<file path="config.mk">
export PLATFORM = sky130hd
export DESIGN_NAME = pts_serializer
export DESIGN_NICKNAME = d
export VERILOG_FILES = /design/src/rtl/shapes_pkg.sv /design/src/rtl/pt_addr.sv /design/src/rtl/pts_serializer.sv
export SDC_FILE = /design/constraint.sdc
export NUM_CORES = 1
export LEC_CHECK = 0
export BUFFER_PORTS_ARGS = -buffer_cell sky130_fd_sc_hd__buf_2
export CORE_ASPECT_RATIO = 1.5
export CORE_UTILIZATION = 45
export CTS_CLUSTER_SIZE = 30
export DETAILED_ROUTE_END_ITERATION = 8
export GPL_TIMING_DRIVEN = 0
export PLACE_DENSITY = 0.72
export SYNTH_ARGS = -nofsm -noshare
export SYNTH_HDL_FRONTEND = slang
export SYNTH_SLANG_ARGS = --single-unit
</file>
<file path="constraint.sdc">
create_clock -name clk -period 16.35 [get_ports clk]
set_input_delay 1.635 -clock clk [delete_from_list [all_inputs] [get_ports clk]]
set_output_delay 1.635 -clock clk [all_outputs]
set_load 0.01 [all_outputs]
</file>
<file path="src/rtl/shapes_pkg.sv">
// Shared types and constants for the shape-generator pixel path.
// Latency: n/a (declarations only).
// Backpressure: n/a.
package shapes_pkg;

    localparam int N    = 10;   // coordinate width
    localparam int NPTS = 8;    // points per bundle
    localparam int AW   = 19;   // frame-buffer address width
    localparam int CW   = 8;    // pixel colour width

    // Screen limits carried at coordinate width so bound checks compare like with like.
    localparam logic [N-1:0] XMAX = N'(640);
    localparam logic [N-1:0] YMAX = N'(480);

    // x occupies the upper half of a packed point, y the lower half.
    typedef struct packed {
        logic [N-1:0] x;
        logic [N-1:0] y;
    } point_t;

    typedef enum logic [1:0] {
        IDLE,
        EMIT,
        DONE
    } ser_state_t;

endpackage

</file>
<file path="src/rtl/pt_addr.sv">
// Screen bounds check and frame-buffer address for one point.
// Latency: combinational.
// Backpressure: none.
// Ports: pt (point in), in_bounds (x<XMAX and y<YMAX), addr (y*XMAX+x, AW bits).
module pt_addr
    import shapes_pkg::*;
(
    input  point_t        pt,
    output logic          in_bounds,
    output logic [AW-1:0] addr
);

    assign in_bounds = (pt.x < XMAX) && (pt.y < YMAX);

    // Modular AW-bit arithmetic yields exactly the low AW bits of the
    // full-width product-sum, so no wider intermediate is needed.
    assign addr = AW'(pt.y) * AW'(XMAX) + AW'(pt.x);

endmodule

</file>
<file path="src/rtl/pts_serializer.sv">
// Serialises a bundle of up to 8 points into one pixel write per cycle,
// dropping back-to-back duplicates and off-screen points, with per-bundle stats.
// Latency: first write/skip one cycle after acceptance; K points + 1 done cycle.
// Backpressure: in_ready low outside IDLE; wr_ready=0 holds the current write stable.
// Ports: clk/rst; in_valid/in_ready/posiciones/count/color (bundle in);
//        wr_en/wr_ready/wr_addr/wr_data (pixel write out);
//        busy, done, clip_cnt, dup_cnt (status, counters valid while done=1).
module pts_serializer
    import shapes_pkg::*;
(
    input  logic                  clk,
    input  logic                  rst,
    input  logic                  in_valid,
    output logic                  in_ready,
    input  logic [2*N*NPTS-1:0]   posiciones,
    input  logic [3:0]            count,
    input  logic [CW-1:0]         color,
    output logic                  wr_en,
    input  logic                  wr_ready,
    output logic [AW-1:0]         wr_addr,
    output logic [CW-1:0]         wr_data,
    output logic                  busy,
    output logic                  done,
    output logic [3:0]            clip_cnt,
    output logic [3:0]            dup_cnt
);

    ser_state_t          state_q, state_d;
    logic [2*N*NPTS-1:0] pos_q;
    logic [3:0]          cnt_q;
    logic [CW-1:0]       color_q;
    logic [2:0]          idx_q, idx_d;
    logic [3:0]          clip_q, clip_d;
    logic [3:0]          dup_q, dup_d;
    logic                capture;

    logic [3:0]          sat_count;
    logic [2:0]          prev_idx;
    point_t              cur_pt, prev_pt;
    logic                cur_in_bounds;
    logic [AW-1:0]       cur_addr;
    logic                is_dup;
    logic                advance;

    assign sat_count = (count > 4'd8) ? 4'd8 : count;

    // Only captured registers feed the write path; in_* never reach wr_*.
    assign prev_idx = idx_q - 3'd1;
    assign cur_pt   = pos_q[idx_q*(2*N) +: 2*N];
    assign prev_pt  = pos_q[prev_idx*(2*N) +: 2*N];
    // Compared against the raw previous point, whether or not it was written.
    assign is_dup   = (idx_q != 3'd0) && (cur_pt == prev_pt);

    pt_addr u_pt_addr (
        .pt        (cur_pt),
        .in_bounds (cur_in_bounds),
        .addr      (cur_addr)
    );

    always_ff @(posedge clk or posedge rst) begin
        if (rst) begin
            state_q <= IDLE;
            pos_q   <= '0;
            cnt_q   <= '0;
            color_q <= '0;
            idx_q   <= '0;
            clip_q  <= '0;
            dup_q   <= '0;
        end else begin
            state_q <= state_d;
            idx_q   <= idx_d;
            clip_q  <= clip_d;
            dup_q   <= dup_d;
            if (capture) begin
                pos_q   <= posiciones;
                cnt_q   <= sat_count;
                color_q <= color;
            end
        end
    end

    always_comb begin
        state_d  = state_q;
        idx_d    = idx_q;
        clip_d   = clip_q;
        dup_d    = dup_q;
        capture  = 1'b0;
        advance  = 1'b0;
        in_ready = 1'b0;
        wr_en    = 1'b0;
        wr_addr  = '0;
        wr_data  = '0;
        done     = 1'b0;

        unique case (state_q)
            IDLE: begin
                in_ready = 1'b1;
                if (in_valid) begin
                    capture = 1'b1;
                    idx_d   = '0;
                    clip_d  = '0;
                    dup_d   = '0;
                    state_d = (sat_count == 4'd0) ? DONE : EMIT;
                end
            end
            EMIT: begin
                if (is_dup) begin
                    dup_d   = dup_q + 4'd1;
                    advance = 1'b1;
                end else if (!cur_in_bounds) begin
                    clip_d  = clip_q + 4'd1;
                    advance = 1'b1;
                end else begin
                    wr_en   = 1'b1;
                    wr_addr = cur_addr;
                    wr_data = color_q;
                    advance = wr_ready;
                end
                if (advance) begin
                    if ({1'b0, idx_q} == cnt_q - 4'd1) begin
                        state_d = DONE;
                    end else begin
                        idx_d = idx_q + 3'd1;
                    end
                end
            end
            DONE: begin
                done    = 1'b1;
                state_d = IDLE;
            end
            default: state_d = IDLE;
        endcase
    end

    assign busy     = (state_q != IDLE);
    assign clip_cnt = clip_q;
    assign dup_cnt  = dup_q;

endmodule

</file>
## Word-level counts from Yosys, hierarchy flattened

Cells that the tools add are included.

- $lt $le $gt $ge: 3
- Equal/unequal tests: 11
- $mul: 3
- Shift operators: 2
- $add $sub $neg: 6
- Mux-type cells: 32
- Reduce and logical (&&, ||, !) cells: 11

Operators with widths:

| operator | count |
|---|---|
| variable part select 160 x 9 -> 20 bit | 2 |
| 2-to-1 mux 19 bit | 3 |
| 2-to-1 mux 8 bit | 3 |
| == test 20 bit | 1 |
| 2-to-1 mux 4 bit | 5 |
| adder 19 x 10 -> 19 bit | 1 |
| case mux 4 bit (2 select lines) | 2 |
| inequality test 2 bit, second input constant | 7 |
| multiplier 10 x 3 -> 12 bit, second input constant | 1 |
| multiplier 3 x 3 -> 6 bit, second input constant | 2 |
| < comparator 10 bit, second input constant | 1 |
| < comparator 10 x 9 -> 1 bit, second input constant | 1 |
| 2-to-1 mux 1 bit | 10 |
| 2-to-1 mux 3 bit | 3 |
| adder 4 x 1 -> 4 bit, second input constant | 2 |
| 2-to-1 mux 2 bit | 4 |
| AND reduction 4 bit | 2 |
| case mux 3 bit (2 select lines) | 1 |
| AND reduction 3 bit | 2 |
| == test 3 x 4 -> 1 bit | 1 |
| > comparator 4 bit, second input constant | 1 |
| logical NOT 4 bit | 1 |
| case mux 2 bit (2 select lines) | 1 |
| nonzero test 2 bit | 2 |
| other kinds (8) | 9 |

- Flip-flop bits (word level): 185
- Word-level logic and storage cells: 75
- Output and inout bits: 39
- Input port bits: 176

## Depth between registers and ports, before layout

Gate-level depths: netlist (run 1).

- Word-level depth: 9
- Depth in mapped cells: 19
- Depth with buffers taken out: 15

## By module

From an unflattened synthesis (run 1), not the netlist that was laid out.

- Cell total of the unflattened synthesis: 1,201
- Area total of the unflattened synthesis: 11,382.2 µm²

Modules (own cells, without submodules):

| module | area an instance (µm²) | instances | cells an instance | sequential area each (µm²) |
|---|---|---|---|---|
| pts_serializer | 10,666.5 | 1 | 1,112 | 4,629.4 |
| pt_addr | 715.7 | 1 | 89 | 0.0 |

## Worst setup path before layout (run 1)

Ideal clock, no wire load.

- Path kind: flip-flop to output port
- Start point: register idx_q[1]
- End point: output wr_addr[7]
- Stages on the path, launching flop included: 19
- Buffers on the path: 7
- Path slack: 10.452 ns
- Data arrival time: 4.263 ns
- Required time: 14.715 ns
- Cells stage by stage: dfrtp_1 -> buf_4 -> buf_4 -> buf_4 -> buf_2 -> inv_1 -> ha_1 -> clkbuf_1 -> buf_2 -> mux4_2 -> xor2_1 -> mux4_2 -> nor4_1 -> o21ai_1 -> nor4b_4 -> nand2b_1 -> inv_1 -> clkbuf_1 -> and2_1

- Longest elaborated chain between the ends: 7
- Elaborated cells on any way between the ends: 16
- Those cells by class: 2 x add/sub; 3 x mul; 2 x order compare; 1 x eq/ne; 2 x shift; 3 x mux; 3 x reduce/logical

RTL lines:

| element | RTL line | RTL |
|---|---|---|
| from (decl) | pts_serializer.sv:32 | `logic [2:0] idx_q, idx_d;` |
| from (signal assigned) | pts_serializer.sv:71 | `idx_q <= idx_d;` |
| multiplier 3 x 3 -> 6 bit or subtractor 3 x 1 -> 3 bit (tied branches) | pts_serializer.sv:49, pts_serializer.sv:48 |  |
| variable part select 160 x 9 -> 20 bit or multiplier 3 x 3 -> 6 bit (tied branches) | pts_serializer.sv:49, pts_serializer.sv:50 |  |
| multiplier 10 x 3 -> 12 bit, or another cell as far along | pt_addr.sv:17 | `assign addr = AW'(pt.y) * AW'(XMAX) + AW'(pt.x);` |
| adder 19 x 10 -> 19 bit, or another cell as far along | pt_addr.sv:17 |  |
| 2-to-1 mux 19 bit or logical AND 1 bit (tied branches) | pts_serializer.sv:110, pts_serializer.sv:52 |  |
| 2-to-1 mux 19 bit * | pts_serializer.sv:107 | `if (is_dup) begin` |
| 2-to-1 mux 19 bit * | pts_serializer.sv:95 | `unique case (state_q)` |
| to (decl) | pts_serializer.sv:20 | `output logic [AW-1:0] wr_addr,` |

Mark *: on every way between the ends. The rest lies on a longest branch, timed or not.

## Worst setup path in the final report (run 1)

- Start point: register idx_q[1]
- End point: output wr_addr[6]

- Longest elaborated chain between the ends: 7
- Elaborated cells on any way between the ends: 15
- Those cells by class: 2 x add/sub; 2 x mul; 2 x order compare; 1 x eq/ne; 2 x shift; 3 x mux; 3 x reduce/logical

RTL lines:

| element | RTL line |
|---|---|
| parallel branches: the longest is 5 deep, another holds adder 19 x 10 -> 19 bit | -- |
| 2-to-1 mux 19 bit * | pts_serializer.sv:107 |
| 2-to-1 mux 19 bit * | pts_serializer.sv:95 |

Mark *: on every way between the ends.

==> results of run 1 <==
## tightest hold or removal path, cell delays in order (launching register included)
cell	delay, ps
dfrtp_1	340
nand2_1	50
nand2_1	60
## layer usage
layer | vias up | part of all wire, % | GRT usage, %
li1 | 4392 | - | -
met1 | 4841 | 36 | 33.55
met2 | 611 | 49 | 49.76
met3 | 158 | 8.8 | 6.460
met4 | 0 | 6.4 | 19.42
met5 | - | 0 | 0
## state kept, by name (all words and copies together) (netlist names)
register and count:
clip_cnt 4, cnt_q 4, color_q 8, dup_cnt 4
idx_q 3, pos_q 160, state_q 2
## cells by family after synthesis
logic type                 share of synthesized area, %
buffers and inverters                             3.597
adders and majority gates                         3.121
and+or+nand+nor                                   21.02
DFF                                               40.95
AOI/OAI and AO/OA                                 2.656
muxes                                             23.55
xor gates and xnor gates                          5.113
## synthesized netlist by cell type (all sizes together), types with 4 or more instances
cell type and number:
a21o 4, ha 25, xnor2 34, xor2 32
inv 18, o21ai 10, a21oi 12, dfrtp 185
nor2 27, nor3 6, nor2b 4, mux2i 62
nand3 9, mux4 86, and2 12, nand2 521
buf 28, mux2 9, clkbuf 45
## stage by stage
| step | instances | setup WS [ps] | instance area, µm² | hold slack, ps | total power (µW) |
|---|---|---|---|---|---|
| 6_report | 1740 | 8446 | 13370 | 477.3 | 3263 |
| 5_1_grt | 1740 | 8306 | 13370 | 507.5 | 3443 |
| 4_1_cts | 1740 | 8532 | 13370 | 473.6 | 3225 |
| 3_5_place_dp | 1708 | 9040 | 12820 | 454.6 | 2816 |
| 3_3_place_gp | 1707 | 7536 | 12780 | 448.9 | 2742 |
| 2_1_floorplan | 1169 | 9686 | 11310 | 437.4 | 2258 |
## power by group
part	internal [µW]	switching [µW]	total, µW
clock	203	194	397
sequential	666	198	865
combinational	901	1100	2000
## layout make-up
cell class	count	share of cell area (%)
buffer	73	2.536
clock buffer	19	3.313
clock inverter	13	0.8235
inverter	18	0.5615
multi-input combinational	893	46.89
sequential	185	34.62
tap	324	3.032
timing repair buffer	215	8.216
## cells in the final DEF (no fill, tap or decap), drive strengths merged, types with 4 or more instances in the layout
cell,synthesis,final
a21o,4,4
nor2b,4,4
dfrtp,185,185
buf,28,243
clkinv,0,4
o21ai,10,10
mux2,9,9
nand2,521,521
nor3,6,6
clkbuf,45,64
nand3,9,9
mux4,86,86
inv,18,25
xor2,32,32
and2,12,12
nor2,27,27
mux2i,62,62
xnor2,34,34
ha,25,25
a21oi,12,12
## worst max-delay path by stage
stage,cells after the start,to
finish,18,wr_addr[6]
global route,20,wr_data[1]
global placement,2,clip_cnt[0]$_DFFE_PP0P_
detailed placement,18,wr_addr[6]
CTS,18,wr_addr[6]
floorplan,1,clip_cnt[0]$_DFFE_PP0P_
==> flow_summary.ini, run 1 <==
[min_path]
hold_class = reg -> reg
worstHoldEndpoint = color_q[5]$_DFFE_PP0P_
min_from = color_q[5]$_DFFE_PP0P_
hold_depth = 2

[synthesis]
synth_top_area_share_pct = 40.95
ys_types = 52
synth_top_cell_by_area = dfrtp_1
yosys_warnings = 0
synth_edf_count = 0
synthTopCellsByArea = dfrtp_1 41%, nand2_1 17%, mux4_2 17%
avgSynthCellArea_um2 = 9.671
syn_inst = 1169
synth_ff_type = dfrtp_1
ys_ff_latch = 185
synth_area_um2 = 11310
yosysSeqAreaShare_pct = 40.95
synth_nets = 1372
async_flop_share_pct = 100.0

[grt]
grt_max_degree = 111
grt_usage_pct = 29.44
grt_pass1_wl_um = 55660
globalRoute.totalOverflow = 0
grt_pass1_vias = 10000
grt_antenna_before_repair = 0

[worst_setup_path]
reg2reg_depth = 17
cp-end-kind = output port
timing.critical_path.from = idx_q[1]$_DFFE_PP0P_
crit_buf_inv = 10
crit_top_cell = buf_4
critPathMaxStageDelay_ps = 590
cpLargestDelayFamily = buffers and inverters
reg2reg_slack_ps = 10500
r2r_end = idx_q[2]$_DFFE_PP0P_
cp_data_arrival_time_ps = 6270
start_kind = flip-flop
timing_worst_setup_path_type = reg -> out
cpMaxStageDelayCell = nor4b_4
cp_max_fo = 10
path_cells = buf_4 -> buf_4 -> buf_4 -> buf_2 -> inv_1 -> ha_1 -> clkbuf_1 -> buf_2 -> mux4_2 -> xor2_1 -> mux4_2 -> a2111oi_0 -> nor4b_4 -> nand2b_1 -> buf_4 -> buf_4 -> nor2_1 -> buf_2
r2r-start = idx_q[1]$_DFFE_PP0P_
required_ps = 14710

[sta]
slew_viol_final = 0
post-route-period-util_pct = 48.34
fin_setup_tns_ps = 0
worst_pin_slew_ps = 1047
setup_viol = 0
slew_headroom_pct = 29.96
skew_ps = 11.76
period_needed_ps = 7904
rsz0062_at_grt = no
fmax_ghz = 0.1265
hold_violations = 0

[clock_network]
worstSkewPairLatency_ps = 460
clk_pin_slew_ps = 70
cts_resized = 0
cts_made_buffers = 17
htreeDepth = 4
cts_setup_buffers = 0
holdBufCountCts = 0
cts_tree = yes
clock_sinks = 185
clk_path_buf_depth = 2
cts-root-buf = clkbuf_16

[die]
fp.dieH_um = 196.1
ios = 215
std_cell_rows = 70
die_w_um = 131.4
die_area_um2 = 25780
initial_core_util_pct = 46.10
fp.coreArea_um2 = 24520

[detailed_routing]
drt-total-wl_um = 37360
vias = 10000
first_pass_iters = 8
via_per_inst = 5.748
drcViolationCount = 0
antenna_left = 0
drtIter0Drc = 956
avgRoutedWirePerCell_um = 21.47

[place]
dpl.hpwl_um = 28420
place.gp.congestion = 1.005
io_buffers = 214

[run]
cap_violations = 0

[finish]
final_util_pct = 54.52
nFillCells = 2251
drive_gt1_share_pct = 26.13
diodes = 0
syn2layout_area_growth_pct = 18.26
regArea_um2 = 4629
nets = 1606
multiInputGateArea_um2 = 6270

[status]
status = completed

[pwr]
powerDensity_nw_per_um2 = 244.1
ir_drop_mv = 0.1463
power.leakage_uw = 0.006785
(Power assumes the default switching activity.)
==> run 2, diff against run 1 <==
--- a/config.mk
+++ b/config.mk
@@ -5,13 +5,14 @@
 export SDC_FILE = /design/constraint.sdc
 export NUM_CORES = 1
 export LEC_CHECK = 0
+export ABC_AREA = 1
 export BUFFER_PORTS_ARGS = -buffer_cell sky130_fd_sc_hd__buf_2
 export CORE_ASPECT_RATIO = 1.5
 export CORE_UTILIZATION = 45
 export CTS_CLUSTER_SIZE = 30
 export DETAILED_ROUTE_END_ITERATION = 8
 export GPL_TIMING_DRIVEN = 0
-export PLACE_DENSITY = 0.72
+export PLACE_DENSITY = 0.74
 export SYNTH_ARGS = -nofsm -noshare
 export SYNTH_HDL_FRONTEND = slang
 export SYNTH_SLANG_ARGS = --single-unit
==> constraint.sdc (replaced) <==
create_clock -name clk -period 6.9 [get_ports clk]
set_input_delay 0.69 -clock clk [delete_from_list [all_inputs] [get_ports clk]]
set_output_delay 0.69 -clock clk [all_outputs]
set_load 0.01 [all_outputs]
==> run 2 against run 1 <==
Net effect:
- flip-flop and latch count stayed put
- register-to-register slack got worse by 7800 ps
- cell count rose by 41%
- total power is 32% lower
- highest routed layer is now met5
- worst setup slack got worse by 6900 ps
==> flow_summary.ini, run 2 <==
[detailed_routing]
drtIter0Drc = 1383
first_pass_iters = 8
drt-total-wl_um = 53480
via_per_inst = 5.519
vias = 13520
antenna_left = 0
avgRoutedWirePerCell_um = 21.84
drcViolationCount = 0

[sta]
hold_violations = 0
setup_viol = 0
fmax_ghz = 0.1860
slew_viol_final = 0
rsz0062_at_grt = no
slew_headroom_pct = 23.85
period_needed_ps = 5376
fin_setup_tns_ps = 0
worst_pin_slew_ps = 1142
post-route-period-util_pct = 77.91
skew_ps = 8.689

[clock_network]
cts-root-buf = clkbuf_16
clk_path_buf_depth = 2
cts_setup_buffers = 0
holdBufCountCts = 0
htreeDepth = 4
cts_made_buffers = 17
clk_pin_slew_ps = 80
cts_resized = 0
cts_tree = yes
worstSkewPairLatency_ps = 470
clock_sinks = 185

[finish]
largest_reg_flops = 160
nFillCells = 2694
design_area_um2 = 14230
reg.largest.list = pos_q: 160 flops, color_q: 8 flops
nets = 2302
layout_common_cells = 805 x nand2_1, 247 x buf_2, 226 x nand3_1
syn2layout_area_growth_pct = 17.78
final_util_pct = 53.72
diodes = 0
top_register = pos_q
drive_gt1_share_pct = 14.73
final_common_cell = nand2_1

[die]
die_area_um2 = 27520
fp.coreArea_um2 = 26490
die_w_um = 135.8
ios = 215
std_cell_rows = 73
initial_core_util_pct = 45.61
fp.dieH_um = 202.7

[synthesis]
ys_types = 36
yosysSeqAreaShare_pct = 38.32
synth_top_cell_by_area = dfrtp_1
ys_ff_latch = 185
synth_top_area_share_pct = 38.32
yosys-top-cells-count = 805 x nand2_1, 226 x nand3_1, 196 x inv_1, 185 x dfrtp_1, 174 x o21ai_0
synthTopCellsByArea = dfrtp_1 38%, nand2_1 25%, nand3_1 9.4%
synth_area_um2 = 12080
synth_ff_type = dfrtp_1
syn_inst = 1865
avgSynthCellArea_um2 = 6.477
synth_edf_count = 0
yosys_warnings = 0
synth_nets = 2068
async_flop_share_pct = 100.0
synth_most_common_cell = nand2_1

[worst_setup_path]
required_ps = 6210
critPathMaxStageDelay_ps = 800
cp-end-kind = output port
start_kind = flip-flop
crit_top_cell = nand2_1
cp_max_fo = 10
path_cells = buf_2 -> buf_1 -> o211ai_1 -> nand2_1 -> nand2_1 -> nand2_1 -> ha_1 -> ha_1 -> fa_1 -> xor2_1 -> nand4_1 -> nor2_1 -> nand2_1 -> nor2_1 -> nand3_1 -> nand3_1 -> nand2_1 -> nor2_1 -> buf_2
cp_data_arrival_time_ps = 4690
cpMaxStageDelayCell = buf_1
timing_worst_setup_path_type = reg -> out

[run]
cap_violations = 0

[pwr]
power.leakage_uw = 0.007321
ir_drop_mv = 0.1838
powerDensity_nw_per_um2 = 155.2
fin_total_pwr_uw = 2208

[place]
place.gp.congestion = 1.015
placed_cell_area_um2 = 13610
io_buffers = 214
dpl.hpwl_um = 41460

[grt]
grt_usage_pct = 40.16
grt_pass1_vias = 13490
globalRoute.totalOverflow = 0
grt_pass1_wl_um = 78690
grt_max_degree = 95
grt_antenna_before_repair = 1

[status]
status = completed

[min_path]
hold_class = in -> async
[run 2: changes by cell type in the layout (fill, tap and decap cells not counted), sizes merged, moves of 36 or more]
cell and change:
nor2 +36, o21ai +174, nand3 +218, mux2i -62, inv +184, nand2 +286, mux4 -86
[run 2: cells by family (layout without fill, tap and decap cells)]
logic type	after synthesis	count (layout)	synth area share, %
DFF	185	185	38.32
AOI/OAI and AO/OA	216	216	9.425
buffers and inverters	309	556	10.56
adders and majority gates	27	27	2.921
xor gates and xnor gates	16	16	1.160
and+or+nand+nor	1112	1112	37.61
[run 2: worst max-delay path, delay by kind of cell, from the launching register on]
family,cells,cell delay [ps]
and+or+nand+nor,11,1300
buffers and inverters,3,1170
adders and majority gates,3,920
DFF,1,350
xor gates and xnor gates,1,240
AOI/OAI and AO/OA,1,210
[run 2: per-stage QoR]
| step | setup slack (ps) | std cells | hold slack [ps] |
|---|---|---|---|
| 6_report | 1524 | 2449 | 310.7 |
| 5_1_grt | 1132 | 2449 | 376.4 |
| 3_3_place_gp | -627.4 | 2416 | 486.4 |
| 2_1_floorplan | 1181 | 1865 | 471.5 |
| 3_5_place_dp | 2084 | 2417 | 498.9 |
| 4_1_cts | 1587 | 2449 | 343.7 |
[run 2: worst paths after layout]
path                                        from                      to  slack, ps  depth (start not counted)
max                         idx_q[1]$_DFFE_PP0P_             wr_addr[18]       1520                         19
min                                          rst   pos_q[33]$_DFFE_PP0P_        310                          2
max reg2reg                 idx_q[1]$_DFFE_PP0P_    idx_q[1]$_DFFE_PP0P_       2750                         20
min reg2reg                pos_q[43]$_DFFE_PP0P_   pos_q[43]$_DFFE_PP0P_        520                          2
max in group asynchronous                    rst  pos_q[106]$_DFFE_PP0P_       5690                          3
min in group clk                 posiciones[103]  pos_q[103]$_DFFE_PP0P_        410                          3
[run 2: layout make-up]
cell class / count / area [µm²] / share of cell area (%)
clock inverter: 13 / 177.7 / 1.249
clock buffer: 19 / 442.9 / 3.113
timing repair buffer: 215 / 1099 / 7.721
multi-input combinational: 1371 / 6175 / 43.40
tap: 337 / 421.7 / 2.963
inverter: 202 / 765.7 / 5.382
buffer: 107 / 518.0 / 3.641
sequential: 185 / 4629 / 32.54
[run 2: power breakdown]
group / internal, µW / switching, µW / total [µW]
Sequential: 1080 / 0 / 1080
Combinational: 36.0 / 37.6 / 73.7
Clock: 562 / 490 / 1050
[run 2: routing by layer]
layer  track usage, %  wire length [µm]  up-vias  part of all wire, %
met5                0                13        -                0.024
met4            26.40              3675        2                  6.9
met3            7.815              4250      192                  7.9
met2            70.55             26860      740                   50
met1            43.15             18680     6278                   35
li1                 -                 -     6304                    -
